`src/rtl/pe_dc_sched.sv`:
```
// Purpose: sequences one combinational decoder PE over every output channel and pooled pixel.
// Latency: 1 cycle from start to cfg_req; 2 cycles per pixel; +1 (+ack wait) per channel switch.
// Backpressure: stalls in CFG on cfg_ack, in WAIT_WIN on win_valid, and in EMIT on out_ready.
//
// Ports:
//   clk, rst_n            clock (rising edge), asynchronous active-low reset
//   start / busy / done   layer pass control and status (done is a 1-cycle pulse)
//   cfg_req / cfg_ack     per-channel weight + norm_ref request handshake, ch_idx selects channel
//   pix_idx               current pooled pixel, row-major
//   win_valid / win_ready input window handshake; pidx_in is the pool index for that window
//   pe_in_en / pe_pindex  PE enable and pool index, live only while waiting for a window
//   pe_data_out           combinational PE result, captured when the window is consumed
//   out_valid / out_ready output handshake for out_data and out_addr = {ch_idx, pix_idx}
//
// Optional feature macro: PE_DC_SCHED_STALL_CNT_EN adds a saturating 32-bit stall_cnt output.
module pe_dc_sched #(
  parameter int IMG_H    = 8,
  parameter int IMG_W    = 8,
  parameter int N_OUT_CH = 64,
  parameter int POOL_H   = 2,
  parameter int POOL_W   = 2,
  localparam int N_PIX   = IMG_H * IMG_W,
  localparam int N_POOL  = POOL_H * POOL_W,
  localparam int PIX_W   = (N_PIX > 1) ? $clog2(N_PIX) : 1,
  localparam int CH_W    = (N_OUT_CH > 1) ? $clog2(N_OUT_CH) : 1,
  localparam int PIDX_W  = (N_POOL > 1) ? $clog2(N_POOL) : 1,
  localparam int OUT_W   = N_POOL,
  localparam int ADDR_W  = CH_W + PIX_W
) (
  input  logic              clk,
  input  logic              rst_n,
  input  logic              start,
  output logic              busy,
  output logic              done,
  output logic              cfg_req,
  input  logic              cfg_ack,
  output logic [CH_W-1:0]   ch_idx,
  output logic [PIX_W-1:0]  pix_idx,
  input  logic              win_valid,
  output logic              win_ready,
  input  logic [PIDX_W-1:0] pidx_in,
  output logic              pe_in_en,
  output logic [PIDX_W-1:0] pe_pindex,
  input  logic [OUT_W-1:0]  pe_data_out,
  output logic              out_valid,
  input  logic              out_ready,
  output logic [OUT_W-1:0]  out_data,
  output logic [ADDR_W-1:0] out_addr
`ifdef PE_DC_SCHED_STALL_CNT_EN
  ,
  output logic [31:0]       stall_cnt
`endif
);

  // Exact terminal values so non-power-of-2 sizes never run past the last index.
  localparam logic [PIX_W-1:0] PIX_LAST = PIX_W'(N_PIX - 1);
  localparam logic [CH_W-1:0]  CH_LAST  = CH_W'(N_OUT_CH - 1);

  typedef enum logic [2:0] {
    S_IDLE,
    S_CFG,
    S_WAIT_WIN,
    S_EMIT,
    S_FIN
  } state_t;

  state_t              r_state;
  logic                r_busy;
  logic                r_done;
  logic                r_cfg_req;
  logic                r_out_valid;
  logic [CH_W-1:0]     r_ch;
  logic [PIX_W-1:0]    r_pix;
  logic [OUT_W-1:0]    r_out_data;
  logic [ADDR_W-1:0]   r_out_addr;

  logic                w_in_win;

  // The PE is combinational, so enable/index must follow win_valid in the same cycle
  // the result is captured; outside WAIT_WIN they are forced low to stop PE toggling.
  assign w_in_win  = (r_state == S_WAIT_WIN);
  assign pe_in_en  = w_in_win & win_valid;
  assign win_ready = w_in_win & win_valid;
  assign pe_pindex = w_in_win ? pidx_in : '0;

  assign busy      = r_busy;
  assign done      = r_done;
  assign cfg_req   = r_cfg_req;
  assign ch_idx    = r_ch;
  assign pix_idx   = r_pix;
  assign out_valid = r_out_valid;
  assign out_data  = r_out_data;
  assign out_addr  = r_out_addr;

  always_ff @(posedge clk or negedge rst_n) begin
    if (!rst_n) begin
      r_state     <= S_IDLE;
      r_busy      <= 1'b0;
      r_done      <= 1'b0;
      r_cfg_req   <= 1'b0;
      r_out_valid <= 1'b0;
      r_ch        <= '0;
      r_pix       <= '0;
      r_out_data  <= '0;
      r_out_addr  <= '0;
    end else begin
      r_done <= 1'b0;
      case (r_state)
        S_IDLE: begin
          if (start) begin
            r_ch      <= '0;
            r_pix     <= '0;
            r_busy    <= 1'b1;
            r_cfg_req <= 1'b1;
            r_state   <= S_CFG;
          end
        end
        S_CFG: begin
          if (cfg_ack) begin
            r_cfg_req <= 1'b0;
            r_state   <= S_WAIT_WIN;
          end
        end
        S_WAIT_WIN: begin
          if (win_valid) begin
            r_out_data  <= pe_data_out;
            r_out_addr  <= {r_ch, r_pix};
            r_out_valid <= 1'b1;
            r_state     <= S_EMIT;
          end
        end
        S_EMIT: begin
          if (out_ready) begin
            r_out_valid <= 1'b0;
            if (r_pix == PIX_LAST) begin
              r_pix <= '0;
              if (r_ch == CH_LAST) begin
                // done is raised on entry so it is visible for exactly the FIN cycle.
                r_done  <= 1'b1;
                r_state <= S_FIN;
              end else begin
                r_ch      <= r_ch + 1'b1;
                r_cfg_req <= 1'b1;
                r_state   <= S_CFG;
              end
            end else begin
              r_pix   <= r_pix + 1'b1;
              r_state <= S_WAIT_WIN;
            end
          end
        end
        S_FIN: begin
          r_busy  <= 1'b0;
          r_state <= S_IDLE;
        end
        default: r_state <= S_IDLE;
      endcase
    end
  end

`ifdef PE_DC_SCHED_STALL_CNT_EN
  logic [31:0] r_stall_cnt;
  logic        w_stall;

  assign w_stall = ((r_state == S_CFG)      && !cfg_ack)   ||
                   ((r_state == S_WAIT_WIN) && !win_valid) ||
                   ((r_state == S_EMIT)     && !out_ready);

  always_ff @(posedge clk or negedge rst_n) begin
    if (!rst_n) begin
      r_stall_cnt <= '0;
    end else if ((r_state == S_IDLE) && start) begin
      r_stall_cnt <= '0;
    end else if (w_stall && (r_stall_cnt != 32'hFFFF_FFFF)) begin
      r_stall_cnt <= r_stall_cnt + 32'd1;
    end
  end

  assign stall_cnt = r_stall_cnt;
`endif

endmodule

```
`config.mk`:
```
export PLATFORM = sky130hd
export DESIGN_NAME = pe_dc_sched
export DESIGN_NICKNAME = d
export VERILOG_FILES = /design/src/rtl/pe_dc_sched.sv
export SDC_FILE = /design/constraint.sdc
export NUM_CORES = 1
export LEC_CHECK = 0
export CORE_AREA = 5 5 71 73
export CTS_CLUSTER_SIZE = 14
export DETAILED_ROUTE_END_ITERATION = 10
export DIE_AREA = 0 0 76 78
export PLACE_DENSITY = 0.7
export SKIP_LAST_GASP = 1
export SLEW_MARGIN = 10
export SYNTH_ARGS = -nofsm -noshare
export SYNTH_HDL_FRONTEND = slang
export SYNTH_SLANG_ARGS = --single-unit
```
`constraint.sdc`:
```
create_clock -name clk -period 1.7 [get_ports clk]
set_clock_uncertainty 0.1 [all_clocks]
set_input_delay 0.34 -clock clk [delete_from_list [all_inputs] [get_ports clk]]
set_output_delay 0.34 -clock clk [all_outputs]
set_load 0.02 [all_outputs]
```
-- Word-level counts from Yosys, hierarchy flattened
Index checks and enable logic that the tools add are counted.
- register bits: 35
- input bits: 12
- output and inout port bits: 36
- logic and storage cells: 66
- add/sub/neg operators: 2
- eq/ne operators: 12
- multiplexer cells: 30
- bitwise operators: 1
- reductions and logical operators: 12
- operator list (cell ; number):
    two-way mux 6 bit ; 6
    case mux 6 bit (2 select lines) ; 2
    two-way mux 3 bit ; 6
    adder 6 x 1 -> 6 bit (second input constant) ; 2
    == test 6 bit (second input constant) ; 2
    != test 2 bit (second input constant) ; 6
    case mux 3 bit (4 select lines) ; 1
    two-way mux 1 bit ; 11
    == test 3 x 2 -> 1 bit (second input constant) ; 2
    AND reduction 3 bit ; 2
    AND reduction 6 bit ; 1
    nonzero test 2 bit ; 3
    AND reduction 5 bit ; 1
    case mux 1 bit (2 select lines) ; 2
    AND reduction 2 bit ; 2
    AND reduction 4 bit ; 1
    == test 3 x 1 -> 1 bit (second input constant) ; 1
    == test 3 bit (second input constant) ; 1
    zero test 3 bit ; 1
    case mux 1 bit (3 select lines) ; 1
    nonzero test 3 bit ; 1
    two-way mux 2 bit ; 1
    bitwise AND 1 bit ; 1

-- Logic depth before layout (Yosys ltp)
Gate-level depths: netlist of run 1.
- word-level depth: 5
- gate-level depth with buffers: 7
- gate-level depth less buffers: 6

-- Worst setup path after synthesis of run 1
No wires, ideal clock.
- kind: reg2reg
- start point: register r_pix[0] (netlist: pix_idx[0])
- end point: register r_ch[3] (netlist: ch_idx[3])
- setup time: 0.135 ns
- arrival time: 1.561 ns
- required time: 1.465 ns
- setup slack: -0.096 ns
- cell stages (with the launch flop): 7
- path buffers: 0
- clock period less this slack: 1.796 ns
- path through: dfrtp_1 > ha_1 > nand3_1 > nor2_1 > nand2_1 > o311ai_1 > o31ai_1
- longest elaborated chain between the ends: 3
- ends and longest elaborated chain (element ; line ; text):
    start: declaration ; 73 ; logic [PIX_W-1:0] r_pix;
    start signal: assignment ; 147 ; r_pix <= r_pix + 1'b1;
    == test 6 bit ; 135 ; if (r_pix == PIX_LAST) begin
    != test 2 bit (no source line) ; n/a ;
    AND reduction 5 bit (no source line) ; n/a ;
    end signal: assignment ; 142 ; r_ch <= r_ch + 1'b1;
    end: declaration ; 72 ; logic [CH_W-1:0] r_ch;
No other way between the ends.
A chain may end at the register's enable or synchronous reset.

-- Worst setup path after layout of run 1
- start point: register r_state[0]
- end point: output port pe_pindex[0]
- longest elaborated chain between the ends: 2
- ends and longest elaborated chain (element ; line ; text):
    start: declaration ; 67 ; state_t r_state;
    start signal: assignment ; 97 ; r_state <= S_IDLE;
    start signal: assignment ; 115 ; r_state <= S_CFG;
    start signal: assignment ; 121 ; r_state <= S_WAIT_WIN;
    == test 3 x 2 -> 1 bit ; 81 ; assign w_in_win = (r_state == S_WAIT_WIN);
    two-way mux 2 bit ; 84 ; assign pe_pindex = w_in_win ? pidx_in : '0;
    end: declaration ; 43 ; output logic [PIDX_W-1:0] pe_pindex,
No other way between the ends.

==> results of run 1 <==
-- worst max-delay path, stage by stage, from the launching register on --
cell and delay (ps):
dfrtp_1 390, nor2_2 140, buf_4 140, and3_4 170
buf_6 110
-- per-layer routing --
| metal | part of all wire | up-vias | global-route usage |
|---|---|---|---|
| li1 | - | 661 | - |
| met1 | 0.41 | 694 | 0.172 |
| met2 | 0.51 | 59 | 0.237 |
| met3 | 0.058 | 8 | 0.0405 |
| met4 | 0.020 | 0 | 0.0641 |
| met5 | 0 | - | 0 |
-- final cells by class --
type	instances	share of cell area
well taps	52	0.0258
multi-input cells	100	0.306
repair buffers	75	0.274
inverters	1	0.00149
flip-flops and latches	35	0.348
clock inverters	3	0.0174
clock buffers	5	0.0273
-- metrics by stage --
step	TNS (ps)	area, um2	utilization	instances
floorplan	-8.49	1660	-	142
global placement	-5430	2330	0.543	259
detailed placement	-6430	2330	0.543	259
CTS	-116	2410	0.562	268
global route	-205	2520	0.587	271
finish	0	2520	0.587	271
-- cells in the final DEF, fill, tap and decap left out, drive strengths merged, types with 2 or more instances in the layout --
cell type / synthesis / layout
a21o: 3 / 3
a21oi: 5 / 5
and3: 3 / 3
buf: 5 / 32
clkbuf: 1 / 5
clkdlybuf4s50: 0 / 11
clkinv: 0 / 2
dfrtp: 35 / 35
dlygate4sd2: 0 / 21
dlymetal6s2s: 0 / 11
ha: 2 / 2
mux2: 16 / 16
nand2: 16 / 16
nand3: 8 / 8
nand3b: 2 / 2
nor2: 12 / 12
nor3: 2 / 2
o21ai: 8 / 8
o31ai: 2 / 2
or2: 3 / 3
xor2: 2 / 2
-- cell families after synthesis --
kind of cell | Yosys count | synth area share
AOI/OAI and AO/OA | 25 | 0.0964
xor gates and xnor gates | 2 | 0.0106
DFF | 35 | 0.532
buffers and inverters | 7 | 0.0334
and+or+nand+nor | 55 | 0.185
muxes | 16 | 0.128
adders and majority gates | 2 | 0.0152
-- Yosys cell counts, types with 2 or more instances --
| library cell | n | area [um2] |
|---|---|---|
| a21o_1 | 3 | 22.5 |
| a21oi_1 | 5 | 25.0 |
| and3_1 | 3 | 18.8 |
| buf_6 | 3 | 33.8 |
| dfrtp_1 | 35 | 876 |
| ha_1 | 2 | 25.0 |
| mux2_2 | 8 | 90.1 |
| mux2_4 | 8 | 120 |
| nand2_1 | 16 | 60.1 |
| nand3_1 | 7 | 35.0 |
| nand3b_1 | 2 | 15.0 |
| nor2_1 | 11 | 41.3 |
| nor3_1 | 2 | 10.0 |
| o21ai_0 | 7 | 35.0 |
| o31ai_1 | 2 | 15.0 |
| xor2_1 | 2 | 17.5 |
-- what timing repair did --
action / 4_1_cts / 5_1_grt
buffers inserted: 1 / 3
pin swaps: 1 / 6
endpoints found under the hold margin: 0 / 0
endpoints found under the setup margin: 27 / 23
gates cloned: 0 / 0
resized for setup: 38 / 30
-- where the power goes --
group          total [mW]  switching (mW)  internal, mW
logic                1.56           0.801         0.758
clock network       0.747           0.310         0.436
registers            1.14           0.123          1.02
total                3.45            1.24          2.21
-- flip-flops by register name, summed over array words and instances (netlist names) --
signal     flops
busy           1
cfg_req        1
ch_idx         6
done           1
out_addr      12
out_data       4
out_valid      1
pix_idx        6
r_state        3
-- how the worst min path moves through the flow --
stage / from / endpoint / slack (ps) / cells past startpoint
2_1_floorplan: rst_n / busy$_DFFE_PN0P_ / -60 / 0
6_report: rst_n / out_addr[8]$_DFFE_PN0P_ / 320 / 2
4_1_cts: rst_n / out_addr[8]$_DFFE_PN0P_ / 330 / 2
5_1_grt: rst_n / out_addr[10]$_DFFE_PN0P_ / 340 / 2
3_3_place_gp: out_valid$_DFFE_PN0P_ / out_valid$_DFFE_PN0P_ / 380 / 2
3_5_place_dp: out_valid$_DFFE_PN0P_ / out_valid$_DFFE_PN0P_ / 390 / 2
==> impl_metrics.yaml, run 1 <==
outcome:
  outcome: "finished, final reports clean"
drt:
  postRouteAntennaNets: 0
  drt_wl_total_um: 4340
  drc: 0
  first_iter_violations: 73
  wl_per_cell_um: 16.0
  routed_via_density: 5.25
  firstDrtPassIters: 6
  vias: 1422
layout:
  nNetsFinal: 232
  drive_gt1_frac: 0.342
  multiInputGateArea_um2: 771
  filler_cell_count: 355
  syn_to_final_growth_pct: 53.0
  regArea_um2: 877
  antenna_cells: 0
critical_path:
  worstSetupEndpoint: "pe_pindex[0]"
  cp-start-kind: "flip-flop"
  rrSetupSlack_ps: 40
  critPathLaunch: "r_state[0]$_DFFE_PN0P_"
  crit_fanout: 3
  arrival_ps: 1250
  r2r.worst_path.cells: 6
  regToRegStartpoint: "r_state[2]$_DFFE_PN0P_"
  end_kind: "output port"
  cp_data_required_time_ps: 1260
  r2r-end: "pix_idx[5]$_DFFE_PN0P_"
  critical_path_class: "flip-flop to output port"
power_and_ir_drop:
  ir_drop_mv: 0.558
  p_total_mw: 3.45
  power.density_nw_per_um2: 1370
  power.leakage_nw: 1.35
floorplanning:
  dieWidth_um: 76
  start_util: 0.384
  core_area_um2: 4290
  ioPinCount: 48
  die_area_um2: 5930
  die_h_um: 78
  core.rowCount: 24
synthesis:
  synth.net_count: 156
  synth_area_um2: 1650
  synth-seq-cells: 35
  avgSynthCellArea_um2: 11.6
  yosysWarnings: 0
  synth-seq-area-share: 0.532
  synth.distinct_cells: 42
  synth_edf_count: 0
  async_flop_share: 1.00
  synth_cells: 142
  synthFlopType: "dfrtp_1"
sta:
  rsz0062_at_grt: "true"
  hold_viol_final: 0
  drv_slew: 0
  period_minus_slack_ps: 1690
  holdWs_ps: 325
  setup_ws_ps: 12.1
  max_freq_ghz: 0.592
  slew_headroom: 0.822
  worstMarginPinSlew_ps: 265
  fin_crit_sh: 0.993
  setup_violations: 0
global_route:
  grt_first_pass_wirelength_um: 6920
  antenna_found_initial: 0
  grt_overflow: 0
  grt_max_degree: 36
  grtUsageTotal: 0.143
  grt_pass1_vias: 1448
placed_design:
  gp_congestion: 0.786
  dp_slack_ps: -447
  hpwl_um: 3140
  port_buffers: 47
cts:
  cts_buffers: 5
  clockRootBuffer: "clkbuf_8"
  clockBufferDepth: 2
  cts_tree: "yes"
  htree_num_levels: 2
  clk_latency_ps: 290
  cts_hold_buffers: 0
  path_clk_slew_ps: 70
  clkSinkCount: 35
hold_path:
  min_path_type: "primary input to async pin"
job:
  max_cap_violations: 0
Note: power is estimated with default switching activity, not from simulation.
==> inputs of run 2 (changes only) <==
--- a/config.mk
+++ b/config.mk
@@ -5,10 +5,10 @@
 export SDC_FILE = /design/constraint.sdc
 export NUM_CORES = 1
 export LEC_CHECK = 0
-export CORE_AREA = 5 5 71 73
+export CORE_AREA = 3 3 69 71
 export CTS_CLUSTER_SIZE = 14
 export DETAILED_ROUTE_END_ITERATION = 10
-export DIE_AREA = 0 0 76 78
+export DIE_AREA = 0 0 72 74
 export PLACE_DENSITY = 0.7
 export SKIP_LAST_GASP = 1
 export SLEW_MARGIN = 10
==> run 2 against run 1 <==
Against the previous run: combinational power is 4% higher; sequential power hardly changed; flip-flop and latch count stayed put; non-clock buffer count is 1 lower.
==> impl_metrics.yaml, run 2 (synthesis gave the netlist of run 1 again) <==
outcome:
  outcome: "finished, final reports clean"
sta:
  fin_crit_sh: 0.981
  drv_slew: 0
  rsz0062_at_grt: "true"
  period_minus_slack_ps: 1670
  fin_tns_setup_ps: 0
  slew_headroom: 0.759
  hold_viol_final: 0
  worstMarginPinSlew_ps: 360
  max_freq_ghz: 0.600
  setup_violations: 0
global_route:
  grt_pass1_vias: 1387
  grt_first_pass_wirelength_um: 6600
  grtUsageTotal: 0.161
  grt_overflow: 0
  antenna_found_initial: 0
  grt_max_degree: 36
layout:
  final_common_cell: "dfrtp_1"
  syn_to_final_growth_pct: 57.3
  drive_gt1_frac: 0.358
  largest_reg_flops: 12
  layoutNonFillerInstCount: 270
  antenna_cells: 0
  nNetsFinal: 231
  layout_common_cells: "34 x dfrtp_1, 25 x buf_4, 17 x dlymetal6s2s_1, 14 x nand2_1, 14 x dlygate4sd2_1"
cts:
  path_clk_slew_ps: 70
  cts_hold_buffers: 0
  cts_buffers: 5
  cts_tree: "yes"
  clkSinkCount: 35
  clockBufferDepth: 2
  clk_latency_ps: 280
  htree_num_levels: 2
  clockRootBuffer: "clkbuf_8"
drt:
  postRouteAntennaNets: 0
  drc: 0
  drt_wl_total_um: 4290
  firstDrtPassIters: 4
  routed_via_density: 5.14
  first_iter_violations: 82
  wl_per_cell_um: 15.9
  vias: 1389
critical_path:
  crit_family: "simple AND/OR/NAND/NOR gates"
  slowest_delay_ps: 400
  cp-start-kind: "flip-flop"
  crit_fanout: 7
  arrival_ps: 1720
  cp_data_required_time_ps: 1750
  cpMaxStageDelayCell: "dfrtp_1"
  crit_chain: "buf_4, and4b_2, nor2_4, o311ai_4, o31ai_2"
  end_kind: "flip-flop"
  critical_path_class: "flip-flop to flip-flop"
  path_buf_inv: 1
placed_design:
  hpwl_um: 2950
  dp_cells: 256
  gp_congestion: 0.844
  port_buffers: 47
floorplanning:
  dieWidth_um: 72
  die_area_um2: 5330
  core.rowCount: 24
  die_h_um: 74
  core_area_um2: 4290
  ioPinCount: 48
  start_util: 0.384
power_and_ir_drop:
  ir_drop_mv: 0.700
  power.leakage_nw: 1.41
  power.density_nw_per_um2: 1360
hold_path:
  min_path_type: "primary input to async pin"
job:
  max_cap_violations: 0
run 2: through the flow:
| stage | area, um2 | hold WS, ps | total power, mW | worst slack (ps) | utilization |
|---|---|---|---|---|---|
| 2_1_floorplan | 1660 | -55.6 | 2.04 | -8.49 | - |
| 3_3_place_gp | 2310 | 380 | 2.64 | -430 | 0.538 |
| 3_5_place_dp | 2310 | 391 | 2.69 | -444 | 0.538 |
| 4_1_cts | 2400 | 339 | 3.41 | -96.5 | 0.559 |
| 5_1_grt | 2590 | 344 | 3.75 | -44.2 | 0.604 |
| 6_report | 2590 | 333 | 3.53 | 32.6 | 0.604 |
run 2: path summary, 6_finish.rpt:
path	from	end	slack, ps	cells past startpoint
worst max register to register	r_state[2]$_DFFE_PN0P_	ch_idx[3]$_DFFE_PN0P_	30	5
min in group clk	out_valid$_DFFE_PN0P_	out_valid$_DFFE_PN0P_	400	2
worst min register to register	out_valid$_DFFE_PN0P_	out_valid$_DFFE_PN0P_	400	2
worst max-delay path	r_state[2]$_DFFE_PN0P_	ch_idx[3]$_DFFE_PN0P_	30	5
max in group asynchronous	rst_n	pix_idx[0]$_DFFE_PN0P_	960	2
worst min-delay path	rst_n	out_addr[8]$_DFFE_PN0P_	330	2
run 2: what timing repair did:
action | 4_1_cts | 5_1_grt
buffers inserted | 0 | 6
gates cloned | 0 | 0
pin swaps | 0 | 8
gates resized for setup | 32 | 45
endpoints found under the setup margin | 21 | 32
run 2: report_power, final:
| group | switching [mW] | internal (mW) | leakage (nW) | total, mW |
|---|---|---|---|---|
| registers | 0.130 | 1.02 | 0.454 | 1.15 |
| logic | 0.812 | 0.810 | 0.898 | 1.62 |
| clock network | 0.284 | 0.474 | 0.0612 | 0.758 |
run 2: cell type report:
cell class / instances / area (um2)
flip-flops and latches: 35 / 877
inverters: 1 / 3.75
multi-input cells: 100 / 810
well taps: 52 / 65.1
clock inverters: 2 / 35.0
clock buffers: 6 / 82.6
repair buffers: 74 / 719
fillers: 341 / 1700
run 2: layer usage:
metal  GRT usage  up-vias  part of all wire
met2       0.276       50              0.51
li1            -      667                 -
met1       0.195      668              0.42
met4      0.0605        0             0.014
met5           0        -                 0
met3      0.0446        4             0.056
==> inputs of run 3 (changes only) <==
--- a/config.mk
+++ b/config.mk
@@ -5,10 +5,11 @@
 export SDC_FILE = /design/constraint.sdc
 export NUM_CORES = 1
 export LEC_CHECK = 0
-export CORE_AREA = 3 3 69 71
+export ABC_AREA = 1
+export CORE_AREA = 3 3 70 72
 export CTS_CLUSTER_SIZE = 14
 export DETAILED_ROUTE_END_ITERATION = 10
-export DIE_AREA = 0 0 72 74
+export DIE_AREA = 0 0 73 75
 export PLACE_DENSITY = 0.7
 export SKIP_LAST_GASP = 1
 export SLEW_MARGIN = 10
==> run 3 against run 2 <==
Against the previous run: area after synthesis grew 5.3%; design area increased by 1.8%; combinational power is 16% higher; setup slack got worse by 9.2 ps; cell count grew 31%; synthesized cell count increased by 57%; sequential power is essentially flat; critical path depth up 1; via count rose by 20%; critical path type is now flip-flop to output port; largest power group unchanged.
==> impl_metrics.yaml, run 3 <==
placed_design:
  gp_congestion: 0.871
  dp_slack_ps: -362
  hpwl_um: 2990
  port_buffers: 47
synthesis:
  synth_area_um2: 1740
  async_flop_share: 1.00
  synth.distinct_cells: 22
  yosysMostFrequentCell: "nand2_1"
  avgSynthCellArea_um2: 7.78
  synth_edf_count: 0
  synth-seq-cells: 35
  netlist_top_cells_count: "84 x nand2_1, 35 x dfrtp_1, 18 x inv_1, 18 x nor2_1"
  yosysTopAreaCellShare: 0.505
  synth.net_count: 237
  synth-seq-area-share: 0.505
  yosysWarnings: 0
  synthFlopType: "dfrtp_1"
  yosysTopAreaCell: "dfrtp_1"
  synthTopCellsByArea: "dfrtp_1 50%, nand2_1 18%, inv_1 3.9%"
  synth_cells: 223
drt:
  vias: 1668
  routed_via_density: 4.71
  drc: 0
  drt_wl_total_um: 4250
  wl_per_cell_um: 12.0
  first_iter_violations: 59
  firstDrtPassIters: 4
  postRouteAntennaNets: 0
critical_path:
  arrival_ps: 1240
  critical_path_class: "flip-flop to output port"
  regToRegStartpoint: "r_state[0]$_DFFE_PN0P_"
  rrSetupSlack_ps: 90
  r2r-end: "pix_idx[2]$_DFFE_PN0P_"
  cp-start-kind: "flip-flop"
  r2r.worst_path.cells: 9
  cp_data_required_time_ps: 1260
  end_kind: "output port"
  critPathLaunch: "r_state[0]$_DFFE_PN0P_"
  crit_fanout: 4
layout:
  regArea_um2: 876
  nNetsFinal: 315
  final_common_cell: "nand2_1"
  multiInputGateArea_um2: 777
  largest_reg_flops: 12
  utilization: 0.606
  antenna_cells: 0
  layout_common_cells: "81 x nand2_1, 35 x dfrtp_1, 26 x buf_4, 18 x inv_1, 17 x nor2_1"
  syn_to_final_growth_pct: 52.1
  drive_gt1_frac: 0.219
  filler_cell_count: 402
floorplanning:
  core_area_um2: 4350
  dieWidth_um: 73
  core.rowCount: 24
  die_area_um2: 5480
  ioPinCount: 48
  die_h_um: 75
  start_util: 0.399
hold_path:
  min_path_type: "primary input to async pin"
cts:
  clockRootBuffer: "clkbuf_8"
  htree_num_levels: 2
  clkSinkCount: 35
  clockBufferDepth: 2
  path_clk_slew_ps: 70
  cts_buffers: 5
  cts_hold_buffers: 0
  cts_tree: "yes"
  clk_latency_ps: 290
sta:
  slew_headroom: 0.837
  holdWs_ps: 314
  hold_viol_final: 0
  max_freq_ghz: 0.596
  setup_violations: 0
  worstMarginPinSlew_ps: 245
  period_minus_slack_ps: 1680
  rsz0062_at_grt: "true"
  fin_tns_setup_ps: 0
  setup_ws_ps: 23.4
  fin_crit_sh: 0.986
  drv_slew: 0
power_and_ir_drop:
  power.leakage_nw: 1.58
  power.density_nw_per_um2: 1430
  ir_drop_mv: 0.951
global_route:
  grt_overflow: 0
  grt_max_degree: 36
  antenna_found_initial: 0
  grt_first_pass_wirelength_um: 6880
  grtUsageTotal: 0.162
  grt_pass1_vias: 1539
job:
  max_cap_violations: 0
outcome:
  outcome: "finished, final reports clean"
## run 3: repair_timing
action / CTS / global route
cloned: 0 / 0
resized for setup: 33 / 27
hold endpoints to repair: 0 / 0
endpoints found under the setup margin: 20 / 25
setup buffers: 0 / 5
pin swaps: 1 / 8
## run 3: report_power, final
part | internal [mW] | leakage, nW | switching [mW]
Clock | 0.474 | 0.0612 | 0.307
Sequential | 1.00 | 0.467 | 0.113
Combinational | 0.792 | 1.05 | 1.09
Total | 2.27 | 1.58 | 1.51
## run 3: how the worst max path moves through the flow
stage                     slack (ps)                    end  cells past startpoint
after global placement          -360               pe_in_en                      4
after detailed placement        -360              win_ready                      4
after floorplan                   50  ch_idx[0]$_DFFE_PN0P_                      8
final                             20              win_ready                      6
after CTS                       -140              win_ready                      7
after global routing             -50  out_valid$_DFFE_PN0P_                      8
## run 3: layout make-up
cell class / instances / area share
well taps: 52 / 0.0247
multi-input cells: 160 / 0.294
clock inverters: 2 / 0.0133
inverters: 24 / 0.0351
clock buffers: 6 / 0.0313
repair buffers: 75 / 0.269
flip-flops and latches: 35 / 0.332
## run 3: cell families (layout without fill, tap and decap cells)
| family | count (synthesis) | count (layout) | synth area share |
|---|---|---|---|
| simple gates | 131 | 131 | 0.328 |
| flops | 35 | 35 | 0.505 |
| buf+inv | 28 | 107 | 0.0685 |
| compound gates | 24 | 24 | 0.0692 |
| xor+xnor | 3 | 3 | 0.0151 |
| fa+ha+maj | 2 | 2 | 0.0144 |
## run 3: stage by stage
stage,area (um2),power (mW),instances
finish,2640,3.78,354
global route,2640,4.04,354
CTS,2530,3.73,349
detailed placement,2440,2.99,341
global placement,2440,2.97,341
floorplan,1740,2.18,223
## run 3: critical path, stage by stage, from the launching register on
cell and delay [ps]:
dfrtp_1 420, nor2_4 120, nand2_2 90, inv_2 70, nand2_4 60, inv_4 70
buf_6 110
## run 3: routing by layer
metal  part of all wire  vias up  GRT usage
met2               0.48       40      0.262
met5                  0        -          0
met4              0.017        0     0.0615
met1               0.46      767      0.214
met3              0.048        7     0.0334
li1                   -      854          -
